$ cat config.mk
export PLATFORM = sky130hd
export DESIGN_NAME = prog_loader
export DESIGN_NICKNAME = d
export VERILOG_FILES = /design/src/rtl/prog_loader_pkg.sv /design/src/rtl/loader_csum.sv /design/src/rtl/prog_loader.sv
export SDC_FILE = /design/constraint.sdc
export NUM_CORES = 1
export LEC_CHECK = 0
export BUFFER_PORTS_ARGS = -buffer_cell sky130_fd_sc_hd__buf_2
export CAP_MARGIN = 20
export CORE_MARGIN = 2
export CORE_UTILIZATION = 40
export DETAILED_ROUTE_END_ITERATION = 10
export RECOVER_POWER = 100
export SLEW_MARGIN = 0
export SYNTH_ARGS = -nofsm -noshare
export SYNTH_HDL_FRONTEND = slang
export SYNTH_SLANG_ARGS = --single-unit
$ cat constraint.sdc
create_clock -name i_clk -period 2.4 [get_ports i_clk]
set_input_delay 0.24 -clock i_clk [delete_from_list [all_inputs] [get_ports i_clk]]
set_output_delay 0.24 -clock i_clk [all_outputs]
set_load 0.05 [all_outputs]
$ cat src/rtl/prog_loader_pkg.sv
// Shared state encoding and frame-field constants for the program loader.
// PROG_LOADER_CSUM_EN adds the trailing checksum state to the encoding.
package prog_loader_pkg;

  typedef enum logic [2:0] {
    S_IDLE,
    S_CNT_LO,
    S_CNT_HI,
    S_W_LO,
    S_W_HI,
`ifdef PROG_LOADER_CSUM_EN
    S_CSUM,
`endif
    S_DONE,
    S_ERR
  } state_t;

  localparam int unsigned BYTE_W      = 8;
  localparam int unsigned HI_DATA_BIT = 0;
  localparam logic [7:0]  HI_RSV_MASK = 8'hFE;
  localparam int unsigned MAX_COUNT   = 4095;

endpackage

$ cat src/rtl/loader_csum.sv
// Running mod-256 sum of frame bytes, cleared per session and compared
// against the trailing checksum byte.
module loader_csum
  import prog_loader_pkg::*;
(
  input  logic              i_clk,
  input  logic              i_rst_n,
  input  logic              i_clear,
  input  logic              i_add,
  input  logic [BYTE_W-1:0] i_data,
  output logic              o_match
);

  logic [BYTE_W-1:0] r_sum;

  always_ff @(posedge i_clk or negedge i_rst_n) begin
    if (!i_rst_n) begin
      r_sum <= '0;
    end else if (i_clear) begin
      r_sum <= '0;
    end else if (i_add) begin
      r_sum <= r_sum + i_data;
    end
  end

  assign o_match = (r_sum == i_data);

endmodule

$ cat src/rtl/prog_loader.sv
// Byte-stream loader: parses {count, words[, checksum]} frames and writes 9-bit
// words to instruction memory. PROG_LOADER_CSUM_EN enables the checksum byte.
module prog_loader
  import prog_loader_pkg::*;
#(
  parameter int AW = 12,
  parameter int DW = 9
) (
  input  logic              i_clk,
  input  logic              i_rst_n,
  input  logic              i_start,
  input  logic              i_in_valid,
  input  logic [BYTE_W-1:0] i_in_data,
  output logic              o_in_ready,
  output logic              o_im_wen,
  output logic [AW-1:0]     o_im_addr,
  output logic [DW-1:0]     o_im_wdat,
  output logic              o_core_hold,
  output logic              o_busy,
  output logic              o_load_done,
  output logic              o_error
);

`ifdef PROG_LOADER_CSUM_EN
  localparam state_t S_END = S_CSUM;
`else
  localparam state_t S_END = S_DONE;
`endif

  state_t            r_state;
  logic [BYTE_W-1:0] r_lo;
  logic [11:0]       r_left;
  logic [AW-1:0]     r_widx;
  logic              r_in_ready, r_im_wen, r_core_hold, r_busy, r_load_done, r_error;
  logic [AW-1:0]     r_im_addr;
  logic [DW-1:0]     r_im_wdat;

  logic        w_xfer, w_start_ok, w_cnt_bad, w_hi_bad, w_csum_bad, w_fault, w_frame_end;
  logic [15:0] w_cnt16;

  assign w_xfer      = i_in_valid & r_in_ready;
  assign w_start_ok  = i_start & (r_state inside {S_IDLE, S_DONE, S_ERR});
  assign w_cnt16     = {i_in_data, r_lo};
  assign w_cnt_bad   = (w_cnt16 > 16'(MAX_COUNT));
  assign w_hi_bad    = |(i_in_data & HI_RSV_MASK);
  assign w_fault     = w_xfer & (((r_state == S_CNT_HI) & w_cnt_bad) |
                                 ((r_state == S_W_HI) & w_hi_bad) | w_csum_bad);
  // Frame end means "no more words": either a zero count or the last HI byte.
  assign w_frame_end = w_xfer & (((r_state == S_CNT_HI) & (w_cnt16 == 16'd0)) |
                                 ((r_state == S_W_HI) & (r_left == 12'd1)));

`ifdef PROG_LOADER_CSUM_EN
  logic w_csum_add, w_csum_match;
  assign w_csum_add = w_xfer & (r_state != S_CSUM);
  loader_csum u_csum (
    .i_clk   (i_clk),
    .i_rst_n (i_rst_n),
    .i_clear (w_start_ok),
    .i_add   (w_csum_add),
    .i_data  (i_in_data),
    .o_match (w_csum_match)
  );
  assign w_csum_bad = (r_state == S_CSUM) & ~w_csum_match;
`else
  assign w_csum_bad = 1'b0;
`endif

  always_ff @(posedge i_clk or negedge i_rst_n) begin
    if (!i_rst_n) begin
      r_state     <= S_IDLE;
      r_lo        <= '0;
      r_left      <= '0;
      r_widx      <= '0;
      r_in_ready  <= 1'b0;
      r_im_wen    <= 1'b0;
      r_im_addr   <= '0;
      r_im_wdat   <= '0;
      r_core_hold <= 1'b1;
      r_busy      <= 1'b0;
      r_load_done <= 1'b0;
      r_error     <= 1'b0;
    end else begin
      r_im_wen <= 1'b0;
      if (w_start_ok) begin
        r_state     <= S_CNT_LO;
        r_in_ready  <= 1'b1;
        r_busy      <= 1'b1;
        r_load_done <= 1'b0;
        r_error     <= 1'b0;
        r_core_hold <= 1'b1;
        r_im_addr   <= '0;
        r_widx      <= '0;
      end else if (w_fault) begin
        r_state     <= S_ERR;
        r_in_ready  <= 1'b0;
        r_busy      <= 1'b0;
        r_error     <= 1'b1;
        r_core_hold <= 1'b1;
      end else begin
        case (r_state)
          S_CNT_LO: if (w_xfer) begin
            r_lo    <= i_in_data;
            r_state <= S_CNT_HI;
          end
          S_CNT_HI: if (w_xfer) begin
            r_left  <= w_cnt16[11:0];
            r_state <= w_frame_end ? S_END : S_W_LO;
          end
          S_W_LO: if (w_xfer) begin
            r_lo    <= i_in_data;
            r_state <= S_W_HI;
          end
          S_W_HI: if (w_xfer) begin
            r_im_wen  <= 1'b1;
            r_im_addr <= r_widx;
            r_im_wdat <= DW'({i_in_data[HI_DATA_BIT], r_lo});
            r_widx    <= r_widx + AW'(1);
            r_left    <= r_left - 12'd1;
            r_state   <= w_frame_end ? S_END : S_W_LO;
          end
`ifdef PROG_LOADER_CSUM_EN
          S_CSUM: if (w_xfer) r_state <= S_DONE;
`endif
          // One cycle after DONE is entered the final write has retired.
          S_DONE: r_core_hold <= 1'b0;
          default: ;
        endcase
`ifdef PROG_LOADER_CSUM_EN
        if (w_xfer && r_state == S_CSUM) begin
`else
        if (w_frame_end) begin
`endif
          r_in_ready  <= 1'b0;
          r_busy      <= 1'b0;
          r_load_done <= 1'b1;
        end
      end
    end
  end

  assign o_in_ready  = r_in_ready;
  assign o_im_wen    = r_im_wen;
  assign o_im_addr   = r_im_addr;
  assign o_im_wdat   = r_im_wdat;
  assign o_core_hold = r_core_hold;
  assign o_busy      = r_busy;
  assign o_load_done = r_load_done;
  assign o_error     = r_error;

endmodule

==> results of run 1 <==
kinds of logic after synthesis:
group / after synthesis
AO/OA/AOI/OAI: 70
XOR/XNOR: 11
adder cells (fa/ha/maj): 3
buffers and inverters: 23
flip-flops: 61
multiplexers: 8
AND/OR/NAND/NOR: 121
power by group:
group          switching [W]  internal [W]  total [W]
clock network       0.000431      0.000722    0.00115
logic               0.000692      0.000420    0.00111
registers           0.000213       0.00124    0.00146
total                0.00134       0.00238    0.00372
per-layer routing:
metal / vias up / track usage [%] / part of all wire (%)
li1: 1179 / - / -
met1: 1215 / 25.3 / 49
met2: 49 / 26.2 / 46
met3: 9 / 3.59 / 4.4
met4: 0 / 6.79 / 1.0
met5: - / 0 / 0
flip-flops by register name, indices dropped and copies added, names as in the netlist:
| name | count |
|---|---|
| o_im_addr | 12 |
| r_left | 12 |
| r_widx | 12 |
| o_im_wdat | 9 |
| r_lo | 8 |
| r_state | 3 |
| o_busy | 1 |
| o_core_hold | 1 |
| o_error | 1 |
| o_im_wen | 1 |
| o_load_done | 1 |
cell type report:
cell class / count / area [sq um]
inverter: 7 / 26.3
multi-input combinational: 213 / 1370
fill: 706 / 3710
clock buffer: 11 / 141
timing repair buffer: 54 / 251
tap: 99 / 124
sequential: 61 / 1530
clock inverter: 5 / 106
worst max-delay path, cell delays in order, from the launching register on:
cell	delay (ns)
dfrtp_1	0.45
or4_1	0.69
nor4_4	0.20
o2bb2a_4	0.21
a2111oi_0	0.43
nor4_1	0.10
cell usage in the layout, fill, tap and decap left out, drive strengths merged, types with 3 or more instances in the layout:
master / n
a21o: 3
a21oi: 15
a22o: 14
and3: 6
buf: 18
bufinv: 3
clkbuf: 47
dfrtp: 60
ha: 3
inv: 8
mux2: 8
nand2: 43
nand2b: 3
nand3: 5
nand4: 7
nor2: 24
nor3: 9
nor4: 11
o21ai: 13
o2bb2ai: 4
xnor2: 4
xor2: 7
cell usage after synthesis (all sizes together) (4+ instances only):
library cell,number,area (sq um)
a21oi,15,75.1
buf,9,47.6
xor2,7,61.3
and3,6,37.5
nand3,5,25.0
nor3,9,50.1
xnor2,4,35.0
o2bb2ai,4,35.0
inv,7,26.3
nand2,43,161
o21ai,13,65.1
mux2,8,90.1
nor4,11,98.8
dfrtp,60,1500
a22o,14,123
nand4,7,43.8
nor2,24,90.1
clkbuf,7,26.3
per-stage QoR:
stage	hold slack, ns	instances	util (%)	power (W)	instance area (sq um)
finish	0.175	450	48.8	0.00372	3540
global route	0.172	450	48.8	0.00395	3540
CTS	0.0394	450	49.8	0.00379	3610
detailed placement	0.405	434	46.4	0.00262	3360
global placement	0.396	434	46.4	0.00260	3360
floorplan	-0.0556	297	-	0.00230	3000
final timing paths:
check,start,to,slack [ns],cells after the start
setup / recovery,r_left[3]$_DFFE_PN0P_,r_state[1]$_DFFE_PN0P_,0.20,5
hold / removal,i_in_data[0],o_im_wdat[8]$_DFFE_PN0P_,0.18,3
setup reg to reg,r_left[3]$_DFFE_PN0P_,r_state[1]$_DFFE_PN0P_,0.20,5
hold reg to reg,o_im_wdat[4]$_DFFE_PN0P_,o_im_wdat[4]$_DFFE_PN0P_,0.48,2
max in group asynchronous,i_rst_n,r_left[8]$_DFFE_PN0P_,0.66,2
min in group asynchronous,i_rst_n,o_im_wen$_DFF_PN0_,0.48,1
==> flow_summary.json, run 1 <==
{
  "port_buffers": 38,
  "coreArea_sq_mm": 0.00725,
  "fin_tns_setup_ns": 0,
  "fin_nets": 361,
  "hold_violations": 0,
  "status": "finished, violations left",
  "synth_cell_types": 52,
  "dp_slack_ns": 0.248,
  "ant_nets": 0,
  "post-cts-setup-buffers": 0,
  "cts_tree": "yes",
  "power_density_mw_per_mm2": 1050,
  "max_slew_margin_pct": -37.3,
  "cts_resized": 0,
  "peakVddDrop_uv": 577,
  "post-route-drc-count": 0,
  "numCtsBuffers": 9,
  "max-cap-violations": 1,
  "synthMuxAreaShare_pct": 3.00,
  "synth-seq-cells": 61,
  "critPathRequiredTime_ns": 2.62,
  "cts_max_path_buffers": 2,
  "rsz0062_at_grt": "false",
  "netlist_area_sq_mm": 0.00300,
  "wirelength_um": 6830,
  "worstSetupStartpointType": "register",
  "synth_cells": 297,
  "ctsHoldBuffers": 0,
  "clock_latency_ns": 0.35,
  "synth_compound_area_share_pct": 17.2,
  "overflow": 0,
  "yosys.area_share.simple_pct": 21.1,
  "cts-htree-levels": 3,
  "avgSynthCellArea_sq_um": 10.1,
  "grt_usage_pct": 17.6,
  "antenna_found_initial": 0,
  "antenna_cells": 0,
  "arrival_ns": 2.42,
  "min_period_ns": 2.20,
  "die_area_sq_mm": 0.00822,
  "vias": 2452,
  "clkTransAtPathRegs_ns": 0.07,
  "final_max_slew_viol_count": 40,
  "drt_first_pass_iters": 5,
  "crit_path_end_kind": "register",
  "min_period_over_period_pct": 91.7,
  "power.leakage_nw": 1.56,
  "hpwl_um": 4820,
  "syn2layout_area_growth_pct": 18.0,
  "first_global_vias": 2275,
  "start_util_pct": 41.4,
  "synth_seq_area_share_pct": 50.9,
  "io_pins": 39,
  "max_freq_mhz": 455,
  "die_height_um": 90.6,
  "path_class": "register to register",
  "drt_iter0_markers": 110,
  "skew_ns": 0.00754,
  "gp_congestion": 0.775,
  "syn-num-nets": 312,
  "synth-edff-count": 0,
  "yosys_warnings": 0,
  "worstMarginPinSlew_ns": 2.06,
  "grt_pass1_wl_um": 11600,
  "holdCritPathClass": "input port to register",
  "grt_max_degree": 40,
  "wl_per_cell_um": 15.2,
  "cp_max_fo": 8,
  "drive_gt1_share_pct": 16.2,
  "die_w_um": 90.6,
  "setup_viol": 0,
  "cts-root-buf": "clkbuf_8",
  "rows": 31,
  "cts_sinks": 61,
  "synth_top_flop_cell": "dfrtp_1",
  "synth-async-reset-ratio_pct": 100,
  "violations": "max-capacitance violations, max-slew violations",
  "setup_slack_ns": 0.200,
  "synthXorXnorAreaFrac_pct": 3.21,
  "synth_top_family_by_area": "simple AND/OR/NAND/NOR gates",
  "synthAdderAreaFrac_pct": 1.25,
  "viasPerCell": 5.45
}
Note: power is estimated with default switching activity, not from simulation.
==> inputs of run 2 (changes only) <==
--- a/config.mk
+++ b/config.mk
@@ -8,8 +8,9 @@
 export BUFFER_PORTS_ARGS = -buffer_cell sky130_fd_sc_hd__buf_2
 export CAP_MARGIN = 20
 export CORE_MARGIN = 2
-export CORE_UTILIZATION = 40
+export CORE_UTILIZATION = 55
 export DETAILED_ROUTE_END_ITERATION = 10
+export PLACE_DENSITY = 0.76
 export RECOVER_POWER = 100
 export SLEW_MARGIN = 0
 export SYNTH_ARGS = -nofsm -noshare
==> flow_summary.json, run 2 (synthesized netlist as in run 1, its figures left out) <==
{
  "worstSetupStartpointType": "register",
  "setup_viol": 0,
  "io_pins": 39,
  "max_freq_mhz": 450,
  "antenna_cells": 0,
  "cts_tree": "yes",
  "crit_slowest_cell": "or4_1",
  "ant_nets": 0,
  "clock_latency_ns": 0.35,
  "place_area_sq_mm": 0.00333,
  "final_max_slew_viol_count": 0,
  "hpwl_um": 4670,
  "cts-root-buf": "clkbuf_8",
  "numCtsBuffers": 9,
  "clkTransAtPathRegs_ns": 0.07,
  "power_density_mw_per_mm2": 1020,
  "max-cap-violations": 0,
  "cp_cell_sequence": "or4_1, or3_1, nor3_1, o21ai_0, a22o_1",
  "grt_pass1_wl_um": 11400,
  "worstMarginPinSlew_ns": 1.45,
  "first_global_vias": 2366,
  "max_slew_margin_pct": 3.09,
  "port_buffers": 38,
  "seqCellArea_sq_mm": 0.00153,
  "cts-htree-levels": 3,
  "fin_nets": 361,
  "hold_slack_ns": 0.172,
  "die_w_um": 77.9,
  "rsz0062_at_grt": "false",
  "start_util_pct": 58.1,
  "antenna_found_initial": 0,
  "rows": 26,
  "die_area_sq_mm": 0.00607,
  "peakVddDrop_uv": 810,
  "arrival_ns": 2.46,
  "cts_sinks": 61,
  "power.leakage_nw": 1.55,
  "wl_per_cell_um": 15.9,
  "grt_max_degree": 62,
  "drt_first_pass_iters": 4,
  "status": "completed",
  "cp_max_fo": 8,
  "drt_iter0_markers": 220,
  "crit_path_end_kind": "register",
  "overflow": 0,
  "final_cell_mix": "dfrtp_1, nand2_1, clkbuf_1",
  "viasPerCell": 5.92,
  "fin_area_sq_mm": 0.00348,
  "skew_ns": 0.00561,
  "gp_congestion": 0.854,
  "fillerInstances": 409,
  "critPathRequiredTime_ns": 2.64,
  "critPathMaxStageDelay_ns": 0.70,
  "holdCritPathClass": "input port to register",
  "multi_input_area_sq_mm": 0.00137,
  "post-route-drc-count": 0,
  "hold_violations": 0,
  "fin_tns_setup_ns": 0,
  "min_period_ns": 2.22,
  "path_class": "register to register",
  "final_util_pct": 67.3,
  "die_height_um": 77.9,
  "grt_usage_pct": 24.3,
  "post-cts-setup-buffers": 0,
  "reg2reg_slack_ns": 0.18,
  "cts_max_path_buffers": 2,
  "drive_gt1_share_pct": 17.1,
  "syn2layout_area_growth_pct": 16.0,
  "min_period_over_period_pct": 92.7,
  "vias": 2492,
  "wirelength_um": 6700,
  "coreArea_sq_mm": 0.00517,
  "total_power_w": 0.00354,
  "final_common_cell": "dfrtp_1"
}
run 2: per-layer routing:
| metal | wire, um | GRT usage [%] |
|---|---|---|
| met5 | 0 | 0 |
| met4 | 183 | 12.6 |
| met3 | 359 | 4.88 |
| met2 | 3250 | 37.8 |
| met1 | 2900 | 32.4 |
run 2: stage by stage:
stage	cells	setup WS [ns]
after floorplan	297	0.134
after global placement	404	0.283
after detailed placement	404	0.212
after CTS	421	0.172
after global routing	421	0.0311
final	421	0.176
run 2: final cells by class:
type                    instances  share of cell area, %
repair buffers                 54                   7.61
clock inverters                 5                   1.69
well taps                      70                   2.51
inverters                       7                  0.754
clock buffers                  11                   4.35
flip-flops and latches         61                   43.9
multi-input cells             213                   39.2
run 2: path summary, 6_finish.rpt:
kind	start	end	cells past startpoint
setup / recovery	r_left[3]$_DFFE_PN0P_	r_left[10]$_DFFE_PN0P_	5
hold / removal	i_in_data[4]	r_lo[4]$_DFFE_PN0P_	2
setup reg to reg	r_left[3]$_DFFE_PN0P_	r_left[10]$_DFFE_PN0P_	5
hold reg to reg	o_im_wdat[7]$_DFFE_PN0P_	o_im_wdat[7]$_DFFE_PN0P_	2
max in group asynchronous	i_rst_n	o_load_done$_DFFE_PN0P_	3
min in group asynchronous	i_rst_n	r_widx[5]$_DFFE_PN0P_	3
run 2: critical path, delay by kind of cell (launching register included):
family             cells  cell delay [ns]
DFF                    1             0.46
AOI/OAI and AO/OA      2             0.35
and+or+nand+nor        3             1.31
run 2: report_power, final:
group / switching [W] / total (W) / internal [W]
Clock: 0.000421 / 0.000956 / 0.000535
Combinational: 0.000695 / 0.00112 / 0.000428
Sequential: 0.000218 / 0.00146 / 0.00124
run 2: repair_timing:
item                                    CTS  global route
endpoints found under the setup margin    0             1
hold buffers                              1             0
resized for setup                         0             1
endpoints found under the hold margin    60             0
